File: src/rtl/fifo_stream_drain.sv
`default_nettype none
// ============================================================================
// Module   : fifo_stream_drain
// Brief    : Read-side adapter that turns a registered-read FIFO into a
//            valid/ready stream with a 2-entry skid buffer and burst framing.
// Revision : 1.0 - initial release
// ============================================================================
module fifo_stream_drain #(
    parameter int WIDTH     = 8,
    parameter int BURST_LEN = 4
) (
    input  logic             i_clk,
    input  logic             i_rst_n,
    input  logic             i_clear,
    input  logic             i_fifo_empty,
    output logic             o_fifo_rd_en,
    input  logic [WIDTH-1:0] i_fifo_rd_data,
    output logic             o_valid,
    input  logic             i_ready,
    output logic [WIDTH-1:0] o_data,
    output logic             o_last
);

    localparam int                 c_CNT_W    = (BURST_LEN > 1) ? $clog2(BURST_LEN) : 1;
    localparam logic [c_CNT_W-1:0] c_CNT_LAST = c_CNT_W'(BURST_LEN - 1);

    logic [1:0]         r_occ;
    logic               r_inflight;
    logic [c_CNT_W-1:0] r_cnt;
    logic [WIDTH-1:0]   r_e0;
    logic [WIDTH-1:0]   r_e1;

    logic               w_pop;
    logic [2:0]         w_commit;
    logic [1:0]         w_occ_nxt;
    logic [WIDTH-1:0]   w_e0_nxt;
    logic [WIDTH-1:0]   w_e1_nxt;

    assign w_pop    = o_valid & i_ready;
    // Words held or returning after this edge; a new read is only issued
    // when that leaves a free slot for the word it will return.
    assign w_commit = {1'b0, r_occ} + {2'b00, r_inflight} - {2'b00, w_pop};

    assign o_fifo_rd_en = i_rst_n & ~i_clear & ~i_fifo_empty & (w_commit <= 3'd1);
    assign o_valid      = (r_occ != 2'd0);
    assign o_data       = r_e0;
    assign o_last       = o_valid & (r_cnt == c_CNT_LAST);

    always_comb begin
        w_occ_nxt = r_occ;
        w_e0_nxt  = r_e0;
        w_e1_nxt  = r_e1;
        case ({r_inflight, w_pop})
            2'b10: begin
                if (r_occ == 2'd0) begin
                    w_e0_nxt = i_fifo_rd_data;
                end else begin
                    w_e1_nxt = i_fifo_rd_data;
                end
                w_occ_nxt = r_occ + 2'd1;
            end
            2'b01: begin
                w_e0_nxt  = r_e1;
                w_occ_nxt = r_occ - 2'd1;
            end
            2'b11: begin
                if (r_occ == 2'd2) begin
                    w_e0_nxt = r_e1;
                    w_e1_nxt = i_fifo_rd_data;
                end else begin
                    w_e0_nxt = i_fifo_rd_data;
                end
            end
            default: begin
            end
        endcase
    end

    always_ff @(posedge i_clk or negedge i_rst_n) begin
        if (!i_rst_n) begin
            r_occ      <= 2'd0;
            r_inflight <= 1'b0;
            r_cnt      <= '0;
            r_e0       <= '0;
            r_e1       <= '0;
        end else if (i_clear) begin
            r_occ      <= 2'd0;
            r_inflight <= 1'b0;
            r_cnt      <= '0;
        end else begin
            r_occ      <= w_occ_nxt;
            r_inflight <= o_fifo_rd_en;
            r_e0       <= w_e0_nxt;
            r_e1       <= w_e1_nxt;
            if (w_pop) begin
                r_cnt <= (r_cnt == c_CNT_LAST) ? '0 : r_cnt + 1'b1;
            end
        end
    end

endmodule
`default_nettype wire
File: config.mk
export PLATFORM = sky130hd
export DESIGN_NAME = fifo_stream_drain
export DESIGN_NICKNAME = d
export VERILOG_FILES = /design/src/rtl/fifo_stream_drain.sv
export SDC_FILE = /design/constraint.sdc
export NUM_CORES = 1
export LEC_CHECK = 0
export CAP_MARGIN = 30
export CORE_MARGIN = 5
export CORE_UTILIZATION = 28
export CTS_CLUSTER_SIZE = 30
export DETAILED_ROUTE_END_ITERATION = 8
export SYNTH_ARGS = -nofsm -noshare
export SYNTH_HDL_FRONTEND = slang
export SYNTH_SLANG_ARGS = --single-unit
File: constraint.sdc
create_clock -name i_clk -period 4.25 [get_ports i_clk]
set_input_delay 0.85 -clock i_clk [delete_from_list [all_inputs] [get_ports i_clk]]
set_output_delay 0.85 -clock i_clk [all_outputs]
set_load 0.02 [all_outputs]
==> results.py, run 1 <==
metrics = {
    "die": {
        "fp.dieW_um": 72.2,
        "start_util_pct": 29.1,
        "coreArea_um2": 3720,
        "die-area_um2": 5210,
        "io_pins": 24,
        "die_h_um": 72.2,
        "num_rows": 22,
    },
    "clock_network": {
        "cts.sinks": 21,
        "ctsHoldBuffers": 0,
        "cts_made_buffers": 3,
        "cts_resized": 0,
        "clk_pin_slew_ns": 0.08,
        "root_buffer": "clkbuf_8",
        "h-tree-depth": 1,
        "cts_tree": "yes",
        "clock_path_buffers": 2,
        "insertion_delay_ns": 0.25,
        "cts_setup_buffers": 0,
    },
    "logic_synthesis": {
        "synthXorXnorAreaFrac_pct": 3.24,
        "synth_warnings": 0,
        "synth.avg_cell_area_um2": 11.9,
        "muxShareOfSynthArea_pct": 16.6,
        "ys_ff_latch": 21,
        "synth_fp_nets": 109,
        "synth_top_family_by_area": "multiplexers",
        "yosysSeqAreaShare_pct": 48.6,
        "synth_compound_area_share_pct": 9.48,
        "syn_inst": 91,
        "synth.distinct_cells": 25,
        "yosys.area_share.simple_pct": 11.4,
        "syn_area_um2": 1080,
        "synth_fa_ha_area_share_pct": 6.47,
    },
    "cells_and_area": {
        "layout_commonest_cell": "clkdlybuf4s50_1",
        "final_nets": 137,
        "fin_util_pct": 38.0,
        "area_growth_pct": 30.4,
        "final_cell_mix": "clkdlybuf4s50_1, dfrtp_1, mux2i_1",
        "antenna_cells": 0,
        "layout-drive-gt1-share_pct": 18.6,
    },
    "critical_path": {
        "path_class": "primary input to output port",
        "crit_required_ns": 3.40,
        "crit_arrival_ns": 3.22,
        "endpoint_kind": "output port",
        "crit_fanout": 2,
        "startpoint": "i_ready",
        "r2r-start": "r_occ[1]",
        "start_kind": "primary input",
    },
    "pwr": {
        "leakage_nw": 0.691,
        "clkPwrFrac_pct": 13.5,
        "max-vdd-ir-drop_v": 0.000156,
        "p_sw_w": 0.000354,
        "seq_power_share_pct": 37.5,
        "power.total_w": 0.000946,
        "powerDensity_nw_per_um2": 670,
        "intPower_w": 0.000592,
        "combPwrFrac_pct": 49.0,
        "switching_share_pct": 37.4,
    },
    "placed_design": {
        "port_buffers": 23,
        "gp_congestion": 0.685,
        "preCtsSetupSlack_ns": 0.170,
        "dpl.hpwl_mm": 1.52,
    },
    "route": {
        "vias": 689,
        "drt_first_pass_iters": 3,
        "drt_wl_total_mm": 1.93,
        "first_iter_violations": 36,
        "drc": 0,
        "final_antenna_net_count": 0,
        "wl_per_cell_um": 11.6,
        "vias_per_cell": 4.15,
    },
    "sta": {
        "slew_violations": 0,
        "fin_crit_ns": 4.07,
        "max_slew.worst_pin.slew_ns": 0.457,
        "finalSetupViolations": 0,
        "slew_headroom_pct": 69.5,
        "min_period_over_period_pct": 95.8,
        "hold_viol_final": 0,
        "setup_ws_ns": 0.179,
        "setup-tns-final_ns": 0,
        "whs_ns": 0.490,
        "fmax_ghz": 0.246,
        "rsz0062_at_grt": "no",
        "clock_skew_ns": 0.00319,
    },
    "grt": {
        "grt_max_degree": 22,
        "grt_pass1_wl_mm": 3.38,
        "grt_overflow_total": 0,
        "antenna_found_initial": 0,
        "grt_pass1_vias": 750,
        "grt.total_usage_pct": 8.31,
    },
    "run": {
        "drv_cap": 0,
    },
    "worst_hold_path": {
        "hp-class": "flip-flop to flip-flop",
        "min_from": "o_data[0]",
    },
    "status": {
        "outcome": "finished, final reports clean",
    },
}
==> power groups by stage <==
stage / registers [W] / logic, W / clock network [W]
after floorplan: 0.000375 / 0.000314 / 0
after global placement: 0.000355 / 0.000462 / 0
after detailed placement: 0.000361 / 0.000470 / 0
after CTS: 0.000357 / 0.000471 / 0.000132
after global routing: 0.000371 / 0.000516 / 0.000143
final: 0.000355 / 0.000463 / 0.000128
==> cell type report <==
cell class                 instances  area [um2]
clock buffer                       3        41.3
sequential                        21         526
timing repair buffer              26         253
multi-input combinational         63         512
fill                             369        2300
tap                               48        60.1
clock inverter                     1        5.00
inverter                           4        15.0
==> layer usage <==
metal	vias to the layer above	GRT usage (%)	wire, um
li1	362	-	-
met1	315	11.4	958
met2	10	12.2	888
met3	2	0.831	49
met4	0	5.64	35
met5	-	0	0
==> cell families (layout without fill, tap and decap cells) <==
family,after synthesis,after routing
flops,21,21
xor+xnor,4,4
simple gates,23,23
fa+ha+maj,5,5
mux,17,17
compound gates,14,14
buf+inv,7,34
==> synth_stat cells <==
master	count	share of area [%]
o21ai_2	3	2.4
fa_1	1	1.8
buf_4	1	0.69
inv_1	4	1.4
ha_1	4	4.6
o21bai_1	1	0.69
a211oi_1	1	0.69
or3b_1	1	0.81
xor2_1	2	1.6
nand2_1	8	2.8
nand4b_2	1	1.4
nand3_1	1	0.46
xnor2_1	2	1.6
or2_2	2	1.2
nand4bb_1	1	1.0
nor2b_1	2	1.2
o21ai_1	6	2.8
mux2_2	8	8.3
mux2i_1	9	8.3
a21o_1	2	1.4
o21ai_4	1	1.5
and2_1	1	0.58
nor2_1	6	2.1
buf_6	2	2.1
dfrtp_1	21	49
==> registers in the layout, summed over array words and instances (netlist names) <==
name        cells
r_e1            8
o_data          8
r_occ           2
r_cnt           2
r_inflight      1
==> critical path, cell delays in order <==
cell             delay [ns]
clkdlybuf4s50_1        0.49
o21ai_2                0.07
ha_1                   0.27
inv_1                  0.05
ha_1                   0.12
inv_1                  0.05
fa_1                   0.47
nand4bb_1              0.11
nor2_1                 0.12
clkdlybuf4s50_1        0.60
==> worst paths after layout <==
kind / to / slack (ns) / depth (start not counted)
min in group asynchronous: r_inflight / 1.00 / 2
worst min-delay path: o_data[0] / 0.49 / 2
max in group asynchronous: r_cnt[0] / 3.04 / 2
worst min register to register: o_data[0] / 0.49 / 2
worst max register to register: r_inflight / 2.33 / 8
worst max-delay path: o_fifo_rd_en / 0.18 / 10
==> stage by stage <==
stage,instances,area (um2)
floorplan,91,1080
global placement,162,1370
detailed placement,162,1370
CTS,166,1410
global route,166,1410
finish,166,1410
Power figures use the tool's default switching activity.
==> inputs of run 2 (changes only) <==
--- a/config.mk
+++ b/config.mk
@@ -10,6 +10,7 @@
 export CORE_UTILIZATION = 28
 export CTS_CLUSTER_SIZE = 30
 export DETAILED_ROUTE_END_ITERATION = 8
+export GPL_TIMING_DRIVEN = 0
 export SYNTH_ARGS = -nofsm -noshare
 export SYNTH_HDL_FRONTEND = slang
 export SYNTH_SLANG_ARGS = --single-unit
==> constraint.sdc (replaced) <==
create_clock -name i_clk -period 4.1 [get_ports i_clk]
set_input_delay 0.82 -clock i_clk [delete_from_list [all_inputs] [get_ports i_clk]]
set_output_delay 0.82 -clock i_clk [all_outputs]
set_load 0.02 [all_outputs]
==> results.py, run 2 (synthesis results as in run 1) <==
metrics = {
    "sta": {
        "slew_headroom_pct": 66.1,
        "rsz0062_at_grt": "no",
        "fin_crit_ns": 3.87,
        "fmax_ghz": 0.258,
        "setup-tns-final_ns": 0,
        "min_period_over_period_pct": 94.4,
        "finalSetupViolations": 0,
        "hold_viol_final": 0,
        "whs_ns": 0.485,
        "clock_skew_ns": 0.00368,
        "slew_violations": 0,
        "setup_ws_ns": 0.228,
        "max_slew.worst_pin.slew_ns": 0.507,
    },
    "placed_design": {
        "port_buffers": 23,
        "dpl-instance-area_um2": 1370,
        "dpl.hpwl_mm": 1.62,
        "dp_cells": 162,
        "gp_congestion": 0.736,
        "preCtsSetupSlack_ns": -0.236,
    },
    "route": {
        "final_antenna_net_count": 0,
        "first_iter_violations": 22,
        "vias_per_cell": 4.38,
        "wl_per_cell_um": 12.3,
        "vias": 732,
        "drc": 0,
        "drt_wl_total_mm": 2.06,
        "drt_first_pass_iters": 4,
    },
    "grt": {
        "grt.total_usage_pct": 8.93,
        "antenna_found_initial": 0,
        "grt_pass1_vias": 790,
        "grt_max_degree": 23,
        "grt_pass1_wl_mm": 3.66,
        "grt_overflow_total": 0,
    },
    "status": {
        "outcome": "finished, final reports clean",
    },
    "clock_network": {
        "insertion_delay_ns": 0.26,
        "cts_tree": "yes",
        "h-tree-depth": 1,
        "root_buffer": "clkbuf_8",
        "cts.sinks": 21,
        "cts_made_buffers": 3,
        "cts_setup_buffers": 0,
        "clock_path_buffers": 2,
        "clk_pin_slew_ns": 0.07,
    },
    "cells_and_area": {
        "final_nets": 138,
        "stdcell_count": 167,
        "final_cell_mix": "clkdlybuf4s50_1, dfrtp_1, mux2i_1",
        "area_growth_pct": 32.0,
        "antenna_cells": 0,
        "layout-drive-gt1-share_pct": 20.2,
        "fin_area_um2": 1430,
        "layout_commonest_cell": "clkdlybuf4s50_1",
    },
    "critical_path": {
        "critPathCapture": "o_fifo_rd_en",
        "r2r-end": "r_inflight",
        "r2r_cells": 9,
        "worst-path-buf-inv": 4,
        "startpoint": "i_ready",
        "crit_fanout": 6,
        "crit_arrival_ns": 3.05,
        "start_kind": "primary input",
        "path_cells": "clkdlybuf4s50_1, o21ai_2, ha_1, inv_1, ha_1, inv_1, fa_1, nand4bb_1, nor2_1, clkbuf_2",
        "path_class": "primary input to output port",
        "endpoint_kind": "output port",
        "r2r_slack_ns": 1.92,
        "r2r-start": "r_occ[1]",
        "max_stage_delay_ns": 0.59,
        "crit_required_ns": 3.28,
        "critPathSlowestCell": "clkdlybuf4s50_1",
        "critPathTopFamily": "adder cells",
        "cp.depth": 10,
    },
    "die": {
        "die-area_um2": 5210,
        "io_pins": 24,
        "num_rows": 22,
        "fp.dieW_um": 72.2,
        "coreArea_um2": 3720,
        "die_h_um": 72.2,
        "start_util_pct": 29.1,
    },
    "run": {
        "drv_cap": 0,
    },
    "worst_hold_path": {
        "hp-class": "flip-flop to flip-flop",
    },
    "pwr": {
        "powerDensity_nw_per_um2": 706,
        "leakage_nw": 0.703,
        "max-vdd-ir-drop_v": 0.000128,
    },
}
==> run 2: tightest hold or removal path, stage by stage (launching register included) <==
cell	delay, ns
dfrtp_1	0.35
nand2_1	0.06
o21ai_2	0.05
==> run 2: metrics by stage <==
stage / util [%] / power, W
after floorplan: - / 0.000714
after global placement: 36.9 / 0.000869
after detailed placement: 36.9 / 0.000891
after CTS: 38.1 / 0.00103
after global routing: 38.5 / 0.00110
final: 38.5 / 0.00101
==> run 2: layer usage <==
layer	global-route usage, %	wire length [um]	vias to the layer above	share of wire, %
met3	2.08	92	4	4.5
li1	-	-	369	-
met5	0	0	-	0
met2	14.6	1010	12	49
met1	11.0	918	347	45
met4	4.38	35	0	1.7
==> run 2: worst min path at each step <==
| stage | startpoint | endpoint | slack (ns) | cells past startpoint |
|---|---|---|---|---|
| after floorplan | r_e1[0] | r_e1[0] | 0.48 | 1 |
| after global placement | o_data[4] | o_data[4] | 0.46 | 2 |
| after detailed placement | o_data[3] | o_data[3] | 0.47 | 2 |
| after CTS | o_data[4] | o_data[4] | 0.49 | 2 |
| after global routing | o_data[4] | o_data[4] | 0.52 | 2 |
| final | o_data[4] | o_data[4] | 0.49 | 2 |
==> run 2: repair_timing <==
item,4_1_cts,5_1_grt
setup endpoints to repair,1,1
hold buffers,0,0
resized for setup,1,2
==> run 2: power breakdown <==
part | total [W] | switching (W) | leakage [nW] | internal [W]
registers | 0.000348 | 0.0000488 | 0.274 | 0.000299
clock network | 0.000135 | 0.0000678 | 0.0255 | 0.0000677
logic | 0.000526 | 0.000264 | 0.404 | 0.000262
==> run 2: area by class of cell <==
cell class / instances / area (um2)
fill: 371 / 2290
inverter: 4 / 15.0
multi-input combinational: 63 / 512
timing repair buffer: 24 / 240
tap: 48 / 60.1
clock inverter: 1 / 5.00
sequential: 21 / 526
clock buffer: 3 / 41.3
buffer: 3 / 30.0
==> inputs of run 3 (changes only) <==
--- a/config.mk
+++ b/config.mk
@@ -6,7 +6,7 @@
 export NUM_CORES = 1
 export LEC_CHECK = 0
 export CAP_MARGIN = 30
-export CORE_MARGIN = 5
+export CORE_MARGIN = 2
 export CORE_UTILIZATION = 28
 export CTS_CLUSTER_SIZE = 30
 export DETAILED_ROUTE_END_ITERATION = 8
==> results.py, run 3 (synthesis results as in run 1) <==
metrics = {
    "run": {
        "drv_cap": 0,
    },
    "grt": {
        "grt.total_usage_pct": 9.83,
        "grt_pass1_wl_mm": 3.29,
        "antenna_found_initial": 0,
        "grt_pass1_vias": 709,
        "grt_max_degree": 23,
        "grt_overflow_total": 0,
    },
    "critical_path": {
        "crit_required_ns": 3.28,
        "endpoint_kind": "output port",
        "start_kind": "primary input",
        "crit_fanout": 6,
        "path_class": "primary input to output port",
        "crit_arrival_ns": 2.78,
    },
    "route": {
        "final_antenna_net_count": 0,
        "vias": 731,
        "drc": 0,
        "wl_per_cell_um": 11.5,
        "top_layer_used": "met4",
        "drt_wl_total_mm": 1.92,
        "first_iter_violations": 13,
        "vias_per_cell": 4.38,
        "met3_length_um": 81,
        "dr_wl_met2_um": 911,
        "drt_first_pass_iters": 4,
        "wl_met1_um": 889,
    },
    "pwr": {
        "powerDensity_nw_per_um2": 695,
        "max-vdd-ir-drop_v": 0.000190,
        "leakage_nw": 0.721,
        "power.total_w": 0.00101,
    },
    "clock_network": {
        "clk_pin_slew_ns": 0.07,
        "cts.sinks": 21,
        "root_buffer": "clkbuf_8",
        "insertion_delay_ns": 0.25,
        "clock_path_buffers": 2,
        "cts_setup_buffers": 0,
        "cts_made_buffers": 3,
        "h-tree-depth": 1,
        "cts_tree": "yes",
        "ctsHoldBuffers": 0,
    },
    "sta": {
        "fin_crit_ns": 3.60,
        "hold_viol_final": 0,
        "slew_violations": 0,
        "setup_ws_ns": 0.496,
        "max_slew.worst_pin.slew_ns": 0.354,
        "slew_headroom_pct": 76.3,
        "rsz0062_at_grt": "no",
        "fmax_ghz": 0.277,
        "clock_skew_ns": 0.00354,
        "finalSetupViolations": 0,
        "min_period_over_period_pct": 87.9,
    },
    "die": {
        "num_rows": 22,
        "die-area_um2": 4380,
        "die_h_um": 66.2,
        "io_pins": 24,
        "start_util_pct": 29.3,
        "coreArea_um2": 3690,
        "fp.dieW_um": 66.2,
    },
    "cells_and_area": {
        "layout-drive-gt1-share_pct": 19.3,
        "final_nets": 138,
        "final_cell_mix": "clkdlybuf4s50_1, dfrtp_1, mux2i_1",
        "fillCellCount": 372,
        "area_growth_pct": 33.8,
        "fin_util_pct": 39.2,
        "antenna_cells": 0,
        "fin_area_um2": 1450,
    },
    "placed_design": {
        "preCtsSetupSlack_ns": -0.195,
        "dpl-instance-area_um2": 1370,
        "port_buffers": 23,
        "gp_congestion": 0.790,
    },
    "worst_hold_path": {
        "hp-class": "flip-flop to flip-flop",
    },
    "status": {
        "outcome": "finished, final reports clean",
    },
}
-- run 3: changes by cell type in the layout (fill, tap and decap cells not counted), sizes merged --
cell           before  now
clkbuf              4    3
clkdlybuf4s50      22   21
dlygate4sd2         0    1
dlymetal6s2s        0    1
-- run 3: final timing paths --
check,depth (start not counted),to,slack (ns),startpoint
max in group asynchronous,2,o_data[5],2.98,i_rst_n
min in group asynchronous,1,r_occ[0],0.77,i_rst_n
max reg2reg,9,r_inflight,1.94,r_occ[1]
min reg2reg,2,o_data[7],0.49,o_data[7]
min,2,o_data[7],0.49,o_data[7]
max,10,o_fifo_rd_en,0.50,i_ready
-- run 3: what timing repair did --
| item | CTS | global route |
|---|---|---|
| hold endpoints to repair | 0 | 0 |
| pin swaps | 0 | 0 |
| endpoints found under the setup margin | 1 | 1 |
| gates resized for setup | 1 | 1 |
-- run 3: metrics by stage --
step,TNS (ns),hold slack [ns],instances
after floorplan,0,0.479,91
after global placement,-0.154,0.465,162
after detailed placement,-0.195,0.475,162
after CTS,0,0.492,166
after global routing,0,0.513,167
final,0,0.486,167
-- run 3: layer usage --
layer  up-vias  global-route usage (%)
li1        366                       -
met1       352                    13.0
met2        11                    15.4
met3         2                    1.87
met4         0                    4.59
met5         -                       0
-- run 3: critical path, cell delays in order --
cell	delay, ns
dlymetal6s2s_1	0.21
o21ai_2	0.16
ha_1	0.30
inv_1	0.06
ha_1	0.13
inv_1	0.05
fa_1	0.48
nand4bb_1	0.12
nor2_1	0.11
dlygate4sd2_1	0.33
-- run 3: power breakdown --
| part | internal, W | switching [W] | leakage, nW |
|---|---|---|---|
| combinational | 0.000264 | 0.000260 | 0.421 |
| clock | 0.0000675 | 0.0000647 | 0.0255 |
| sequential | 0.000299 | 0.0000496 | 0.274 |
-- run 3: area by class of cell --
type | count | area, um2 | share of cell area (%)
inverters | 4 | 15.0 | 1.04
repair buffers | 24 | 259 | 17.9
well taps | 48 | 60.1 | 4.15
flip-flops and latches | 21 | 526 | 36.3
multi-input cells | 63 | 512 | 35.4
plain buffers | 3 | 30.0 | 2.07
clock inverters | 1 | 5.00 | 0.346
clock buffers | 3 | 41.3 | 2.85
